$ cat src/rtl/jk_excitation_driver_pkg.sv
// Shared definitions for the JK excitation driver: FSM encodings, don't-care
// policies and the per-bit JK excitation function.
package jk_excitation_driver_pkg;

   localparam logic [1:0] ST_IDLE  = 2'd0;
   localparam logic [1:0] ST_LOAD  = 2'd1;
   localparam logic [1:0] ST_DRIVE = 2'd2;
   localparam logic [1:0] ST_CHECK = 2'd3;

   localparam int DC_HOLD   = 0;
   localparam int DC_TOGGLE = 1;

   // Returns {j, k} that moves one flip-flop from q to t; x fills the don't-care.
   function automatic logic [1:0] jk_excite(input logic q, input logic t, input logic x);
      logic [1:0] jk;
      case ({q, t})
         2'b00:   jk = {1'b0, x};
         2'b01:   jk = {1'b1, x};
         2'b10:   jk = {x, 1'b1};
         2'b11:   jk = {x, 1'b0};
         default: jk = 2'b00;
      endcase
      return jk;
   endfunction

endpackage

$ cat src/rtl/jk_excitation_driver_if.sv
// Target stream, bank feedback and status bundle between a pattern source and
// the excitation driver.
interface jk_excitation_driver_if #(parameter int WIDTH = 4);

   logic             TGT_VALID;
   logic             TGT_READY;
   logic [WIDTH-1:0] TGT_DATA;
   logic [WIDTH-1:0] Q_IN;
   logic [WIDTH-1:0] J;
   logic [WIDTH-1:0] K;
   logic             EXC_VALID;
   logic             MISMATCH;
   logic [7:0]       ERR_CNT;
   logic             BUSY;

   modport master (
      output TGT_VALID, TGT_DATA, Q_IN,
      input  TGT_READY, J, K, EXC_VALID, MISMATCH, ERR_CNT, BUSY
   );

   modport slave (
      input  TGT_VALID, TGT_DATA, Q_IN,
      output TGT_READY, J, K, EXC_VALID, MISMATCH, ERR_CNT, BUSY
   );

endinterface

$ cat src/rtl/jk_target_fifo.sv
// Synchronous target FIFO; a push while full is taken only when a pop frees
// the head slot in the same cycle. Reads as zero when empty.
module jk_target_fifo #(
   parameter int WIDTH = 4,
   parameter int DEPTH = 4
) (
   input  logic                     CLK,
   input  logic                     RST,
   input  logic                     push,
   input  logic                     pop,
   input  logic [WIDTH-1:0]         din,
   output logic [WIDTH-1:0]         dout,
   output logic                     full,
   output logic                     empty,
   output logic [$clog2(DEPTH):0]   count
);

   localparam int AW = $clog2(DEPTH);
   localparam int CW = AW + 1;

   logic [WIDTH-1:0] mem_r [DEPTH];
   logic [AW-1:0]    wr_ptr_r;
   logic [AW-1:0]    rd_ptr_r;
   logic [CW-1:0]    count_r;
   logic             push_s;
   logic             pop_s;

   assign empty  = (count_r == {CW{1'b0}});
   assign full   = (count_r == CW'(DEPTH));
   assign count  = count_r;
   assign pop_s  = pop & ~empty;
   assign push_s = push & (~full | pop_s);
   assign dout   = empty ? {WIDTH{1'b0}} : mem_r[rd_ptr_r];

   // Pointer and occupancy bookkeeping; power-of-two depth lets pointers wrap naturally.
   always_ff @(posedge CLK) begin
      if (RST) begin
         wr_ptr_r <= {AW{1'b0}};
         rd_ptr_r <= {AW{1'b0}};
         count_r  <= {CW{1'b0}};
      end else begin
         if (push_s) wr_ptr_r <= wr_ptr_r + AW'(1);
         if (pop_s)  rd_ptr_r <= rd_ptr_r + AW'(1);
         case ({push_s, pop_s})
            2'b10:   count_r <= count_r + CW'(1);
            2'b01:   count_r <= count_r - CW'(1);
            default: count_r <= count_r;
         endcase
      end
   end

   // Storage write.
   always_ff @(posedge CLK) begin
      if (push_s) mem_r[wr_ptr_r] <= din;
   end

endmodule

$ cat src/rtl/jk_excitation_driver.sv
// Derives J/K excitation from queued target words, drives the external JK bank
// for one cycle, then checks the bank reached the target.
module jk_excitation_driver
   import jk_excitation_driver_pkg::*;
#(
   parameter int WIDTH     = 4,
   parameter int DEPTH     = 4,
   parameter int DC_POLICY = 0
) (
   input  logic                   CLK,
   input  logic                   RST,
   jk_excitation_driver_if.slave  bus
);

   localparam logic DC_X = (DC_POLICY == DC_TOGGLE) ? 1'b1 : 1'b0;

   logic [1:0]         state_r;
   logic [WIDTH-1:0]   tgt_r;
   logic [WIDTH-1:0]   j_r;
   logic [WIDTH-1:0]   k_r;
   logic               exc_valid_r;
   logic               mismatch_r;
   logic [7:0]         err_cnt_r;

   logic               fifo_push_s;
   logic               fifo_pop_s;
   logic [WIDTH-1:0]   fifo_dout_s;
   logic               fifo_full_s;
   logic               fifo_empty_s;
   logic [$clog2(DEPTH):0] fifo_count_s;
   logic [WIDTH-1:0]   exc_j_s;
   logic [WIDTH-1:0]   exc_k_s;

   assign fifo_push_s = bus.TGT_VALID & ~fifo_full_s;

   jk_target_fifo #(.WIDTH(WIDTH), .DEPTH(DEPTH)) u_fifo (
      .CLK   (CLK),
      .RST   (RST),
      .push  (fifo_push_s),
      .pop   (fifo_pop_s),
      .din   (bus.TGT_DATA),
      .dout  (fifo_dout_s),
      .full  (fifo_full_s),
      .empty (fifo_empty_s),
      .count (fifo_count_s)
   );

   // Head of queue is consumed when leaving IDLE or when CHECK chains to the next word.
   always_comb begin
      fifo_pop_s = 1'b0;
      case (state_r)
         ST_IDLE:  fifo_pop_s = ~fifo_empty_s;
         ST_CHECK: fifo_pop_s = ~fifo_empty_s;
         default:  fifo_pop_s = 1'b0;
      endcase
   end

   // Per-bit excitation from the present bank state towards the held target.
   always_comb begin
      exc_j_s = {WIDTH{1'b0}};
      exc_k_s = {WIDTH{1'b0}};
      for (int i = 0; i < WIDTH; i++) begin
         {exc_j_s[i], exc_k_s[i]} = jk_excite(bus.Q_IN[i], tgt_r[i], DC_X);
      end
   end

   // Sequencer: J/K are nonzero only while EXC_VALID is high (the DRIVE cycle).
   always_ff @(posedge CLK) begin
      if (RST) begin
         state_r     <= ST_IDLE;
         tgt_r       <= {WIDTH{1'b0}};
         j_r         <= {WIDTH{1'b0}};
         k_r         <= {WIDTH{1'b0}};
         exc_valid_r <= 1'b0;
         mismatch_r  <= 1'b0;
         err_cnt_r   <= 8'd0;
      end else begin
         mismatch_r <= 1'b0;
         case (state_r)
            ST_IDLE: begin
               j_r         <= {WIDTH{1'b0}};
               k_r         <= {WIDTH{1'b0}};
               exc_valid_r <= 1'b0;
               if (!fifo_empty_s) begin
                  tgt_r   <= fifo_dout_s;
                  state_r <= ST_LOAD;
               end else begin
                  state_r <= ST_IDLE;
               end
            end
            ST_LOAD: begin
               j_r         <= exc_j_s;
               k_r         <= exc_k_s;
               exc_valid_r <= 1'b1;
               state_r     <= ST_DRIVE;
            end
            ST_DRIVE: begin
               j_r         <= {WIDTH{1'b0}};
               k_r         <= {WIDTH{1'b0}};
               exc_valid_r <= 1'b0;
               state_r     <= ST_CHECK;
            end
            ST_CHECK: begin
               if (bus.Q_IN != tgt_r) begin
                  mismatch_r <= 1'b1;
                  if (err_cnt_r != 8'd255) err_cnt_r <= err_cnt_r + 8'd1;
               end
               if (!fifo_empty_s) begin
                  tgt_r   <= fifo_dout_s;
                  state_r <= ST_LOAD;
               end else begin
                  state_r <= ST_IDLE;
               end
            end
            default: begin
               j_r         <= {WIDTH{1'b0}};
               k_r         <= {WIDTH{1'b0}};
               exc_valid_r <= 1'b0;
               state_r     <= ST_IDLE;
            end
         endcase
      end
   end

   assign bus.TGT_READY = ~fifo_full_s;
   assign bus.J         = j_r;
   assign bus.K         = k_r;
   assign bus.EXC_VALID = exc_valid_r;
   assign bus.MISMATCH  = mismatch_r;
   assign bus.ERR_CNT   = err_cnt_r;
   assign bus.BUSY      = (state_r != ST_IDLE) | ~fifo_empty_s;

endmodule

$ cat src/flat_wrapper.sv
// flat-port wrapper written by rule: the top's interface ports become plain ports
module jk_excitation_driver_flat import jk_excitation_driver_pkg::*;
#(
   parameter int WIDTH     = 4,
   parameter int DEPTH     = 4,
   parameter int DC_POLICY = 0
)
  (CLK, RST, bus_TGT_VALID, bus_TGT_DATA, bus_Q_IN, bus_TGT_READY, bus_J, bus_K, bus_EXC_VALID, bus_MISMATCH, bus_ERR_CNT, bus_BUSY);
  jk_excitation_driver_if #(.WIDTH(WIDTH)) bus_i ();
  input  logic CLK;
  input  logic RST;
  input wire logic [$bits(bus_i.TGT_VALID)-1:0] bus_TGT_VALID;
  input wire logic [$bits(bus_i.TGT_DATA)-1:0] bus_TGT_DATA;
  input wire logic [$bits(bus_i.Q_IN)-1:0] bus_Q_IN;
  output wire logic [$bits(bus_i.TGT_READY)-1:0] bus_TGT_READY;
  output wire logic [$bits(bus_i.J)-1:0] bus_J;
  output wire logic [$bits(bus_i.K)-1:0] bus_K;
  output wire logic [$bits(bus_i.EXC_VALID)-1:0] bus_EXC_VALID;
  output wire logic [$bits(bus_i.MISMATCH)-1:0] bus_MISMATCH;
  output wire logic [$bits(bus_i.ERR_CNT)-1:0] bus_ERR_CNT;
  output wire logic [$bits(bus_i.BUSY)-1:0] bus_BUSY;
  assign bus_i.TGT_VALID = bus_TGT_VALID;
  assign bus_i.TGT_DATA = bus_TGT_DATA;
  assign bus_i.Q_IN = bus_Q_IN;
  assign bus_TGT_READY = bus_i.TGT_READY;
  assign bus_J = bus_i.J;
  assign bus_K = bus_i.K;
  assign bus_EXC_VALID = bus_i.EXC_VALID;
  assign bus_MISMATCH = bus_i.MISMATCH;
  assign bus_ERR_CNT = bus_i.ERR_CNT;
  assign bus_BUSY = bus_i.BUSY;
  jk_excitation_driver #(.WIDTH(WIDTH), .DEPTH(DEPTH), .DC_POLICY(DC_POLICY)) u_core (.CLK(CLK), .RST(RST), .bus(bus_i));
endmodule
$ cat config.mk
export PLATFORM = sky130hd
export DESIGN_NAME = jk_excitation_driver_flat
export DESIGN_NICKNAME = d
export VERILOG_FILES = /design/src/rtl/jk_excitation_driver_pkg.sv /design/src/rtl/jk_excitation_driver_if.sv /design/src/rtl/jk_target_fifo.sv /design/src/rtl/jk_excitation_driver.sv /design/src/flat_wrapper.sv
export SDC_FILE = /design/constraint.sdc
export NUM_CORES = 1
export LEC_CHECK = 0
export BUFFER_PORTS_ARGS = -buffer_cell sky130_fd_sc_hd__buf_2
export CELL_PAD_IN_SITES_DETAIL_PLACEMENT = 1
export CELL_PAD_IN_SITES_GLOBAL_PLACEMENT = 2
export CORE_ASPECT_RATIO = 1.4
export CORE_UTILIZATION = 33
export CTS_CLUSTER_DIAMETER = 100
export DETAILED_ROUTE_END_ITERATION = 10
export GPL_TIMING_DRIVEN = 1
export HOLD_SLACK_MARGIN = 0.03
export PLACE_DENSITY = 0.74
export SKIP_LAST_GASP = 1
export SLEW_MARGIN = 25
export SYNTH_ARGS = -nofsm -noshare
export SYNTH_HDL_FRONTEND = slang
export SYNTH_SLANG_ARGS = --single-unit
$ cat constraint.sdc
create_clock -name CLK -period 2.2 [get_ports CLK]
set_clock_uncertainty 0.1 [all_clocks]
set_input_delay 0.22 -clock CLK [delete_from_list [all_inputs] [get_ports CLK]]
set_output_delay 0.22 -clock CLK [all_outputs]
set_load 0.02 [all_outputs]
==> reports/results.ini <==
[power_and_ir_drop]
seqPwrFrac_pct=41.6
power_frac_comb_pct=38.3
clockPowerShare_pct=20.0
internal_power_mw=1.78
p_leak_nw=1.05
power.switching_mw=0.995
powerDensity_nw_per_um2=1090
vdd_ir_drop_max_mv=0.544
sw_frac_of_total_pct=35.9

[grt]
grt_use_total_pct=13.3
antenna_found_initial=0
grt_pass1_wl_um=6910
grt-ovfl-total=0
grt_pass1_vias=1489
grt_max_degree=32

[synthesis]
synth_top_family_by_area=simple AND/OR/NAND/NOR gates
yosysMostFrequentCell=dfxtp_1
synth.distinct_cells=33
ys_seq_area_share_pct=52.6
synth-simple-area-share_pct=14.0
yosys_register_bits=47
synth_compound_area_share_pct=8.67
syn_area_um2=2090
yosys.area.top_type=dfxtp_1
yosys.area.top_type_share_pct=29.7
ys_top_cells_by_count=dfxtp_1, nor2_1, ha_1
synth_edf_count=16
syn_inst=190
yosys_most_used_dff=dfxtp_1
yosys_warnings=0
synth_xor_area_share_pct=3.35
synth-async-reset-ratio_pct=0
yosys-top-cells-area=dfxtp_1, edfxtp_1, ha_1
syn_nets=220
synth.avg_cell_area_um2=11.0
synth_mux_area_share_pct=5.26
synth_fa_ha_area_share_pct=11.7

[final_layout]
syn2layout_area_growth_pct=21.2
postLayoutCellArea_um2=2530
fill_cells=694
multi_input_area_um2=920
regArea_um2=1100
layout.nets=264
antenna_cells=0
drive_gt1_share_pct=26.8

[clock_network]
worst_skew_pair.late_latency_ps=300
htree_levels=2
clock_path_buffers=2
cts_tree=yes
clock-sinks=47
clk_pin_slew_ps=100
cts-root-buf=clkbuf_8
cts_buffers=5

[detailed_routing]
wirelength_um=4070
first_pass_iters=4
via_per_inst=4.82
vias=1479
ant_nets=0
drt_iter0_drc=44
wire_per_inst_um=13.3
drc=0

[worst_setup_path]
crit_arrival_ps=2310
end_kind=flip-flop
crit_chain=or3b_4, and2_4, clkinv_4, ha_4, inv_1, fa_2, xor2_1, or3_1, a21oi_1
crit_fanout=2
cp-startpoint=u_core.u_fifo.count[1]
critPathSlowestCell=or3b_4
cpPeakStageDelay_ps=390
path_class=reg -> reg
required_ps=2330
timing.rr.start=u_core.u_fifo.count[1]
crit_path_start_kind=flip-flop

[timing]
final-hold-violation-count=0
setup_violations=0
tightest_slew_ps=614
period_share_pct=98.9
max_slew_margin_pct=58.8
fin_setup_tns_ps=0
rsz0062_at_grt=true
period_minus_slack_ps=2180
fmax_ghz=0.460
drv_slew=0

[worst_hold_path]
worstHoldStart=bus_TGT_DATA[3]
hp-class=in -> reg

[floorplanning]
fp.dieH_um=96.2
start_util_pct=33.9
die_width_um=69.3
core-area_um2=6170
row_count=34
fp.dieArea_um2=6670
ios=31

[place]
dpl_cell_area_um2=2390
port_buffers=30
gp_congestion=0.667
hpwl_um=2990

[flow_run]
cap_violations=0

[outcome]
status=completed

## metrics by stage
step	setup slack, ps	utilization [%]	hold slack (ps)	power, mW	instances
5_1_grt	-67.2	41.1	41.0	3.00	307
3_3_place_gp	53.2	38.8	334	2.21	294
2_1_floorplan	13.0	-	192	1.88	190
4_1_cts	4.95	40.9	31.6	2.83	306
3_5_place_dp	1.76	38.8	347	2.24	294
6_report	23.7	41.1	44.2	2.77	307
## state kept, by name, summed over array words and instances (netlist names)
register / count
u_core.bus.K: 4
u_core.tgt_r: 4
u_core.state_r: 2
u_core.bus.ERR_CNT: 8
u_core.bus.J: 4
u_core.u_fifo.count: 3
u_core.u_fifo.mem_r: 16
u_core.u_fifo.wr_ptr_r: 2
u_core.u_fifo.rd_ptr_r: 2
u_core.bus.EXC_VALID: 1
u_core.bus.MISMATCH: 1
## cells in the final DEF (no fill, tap or decap), drive strengths merged, types with 2 or more instances in the layout
cell	Yosys	routed
o2111ai	2	2
clkbuf	3	5
a22oi	8	8
nor2	24	24
inv	16	18
dlygate4sd3	0	3
or3	3	3
nand4	2	2
mux2i	2	2
and3	5	5
nand3	4	4
edfxtp	16	16
o21ai	7	7
nor3	4	4
ha	18	18
nand2	10	10
dfxtp	31	31
mux4	4	4
a21oi	10	10
xnor2	3	3
buf	3	40
xor2	5	5
## power groups by stage
stage          logic (mW)  clock network [mW]  registers, mW
2_1_floorplan       0.695                   0           1.18
3_3_place_gp         1.04                   0           1.17
3_5_place_dp         1.06                   0           1.18
4_1_cts              1.09               0.585           1.16
5_1_grt              1.20               0.620           1.18
6_report             1.06               0.555           1.15
## per-layer routing
layer | track usage (%) | routed length [um] | vias to the layer above
li1 | - | - | 747
met1 | 14.5 | 1780 | 704
met2 | 24.7 | 2120 | 23
met3 | 3.04 | 104 | 5
met4 | 5.61 | 70 | 0
met5 | 0 | 0 | -
## worst max-delay path, delay by kind of cell, from the launching register on
| kind | cells | cell delay, ps |
|---|---|---|
| flip-flops | 1 | 330 |
| adder cells (fa/ha/maj) | 2 | 450 |
| buffers and inverters | 2 | 100 |
| XOR/XNOR | 1 | 160 |
| AO/OA/AOI/OAI | 1 | 120 |
| AND/OR/NAND/NOR | 3 | 860 |
## final cells by class
| class | count | area share (%) |
|---|---|---|
| Multi-Input combinational cell | 120 | 36.3 |
| Inverter | 17 | 2.71 |
| Timing Repair Buffer | 43 | 10.1 |
| Clock inverter | 3 | 1.09 |
| Tap cell | 72 | 3.55 |
| Sequential cell | 47 | 43.6 |
| Clock buffer | 5 | 2.71 |
## worst paths after layout
path	slack, ps	depth (start not counted)	to
setup reg to reg	20	9	u_core.u_fifo.count[2]
setup / recovery	20	9	u_core.u_fifo.count[2]
hold reg to reg	400	2	u_core.tgt_r[2]
hold / removal	40	1	u_core.u_fifo.mem_r[2][3]
## logic make-up (layout without fill, tap and decap cells)
family / Yosys count / after routing
flops: 47 / 47
simple gates: 58 / 58
buf+inv: 23 / 68
xor+xnor: 8 / 8
compound gates: 29 / 29
fa+ha+maj: 19 / 19
mux: 6 / 6
## repair_timing
item,CTS,global route
gates resized for setup,1,1
endpoints found under the hold margin,8,4
cloned,0,0
endpoints found under the setup margin,1,1
buffers inserted,2,0
hold buffers,2,1
(Power assumes the default switching activity.)
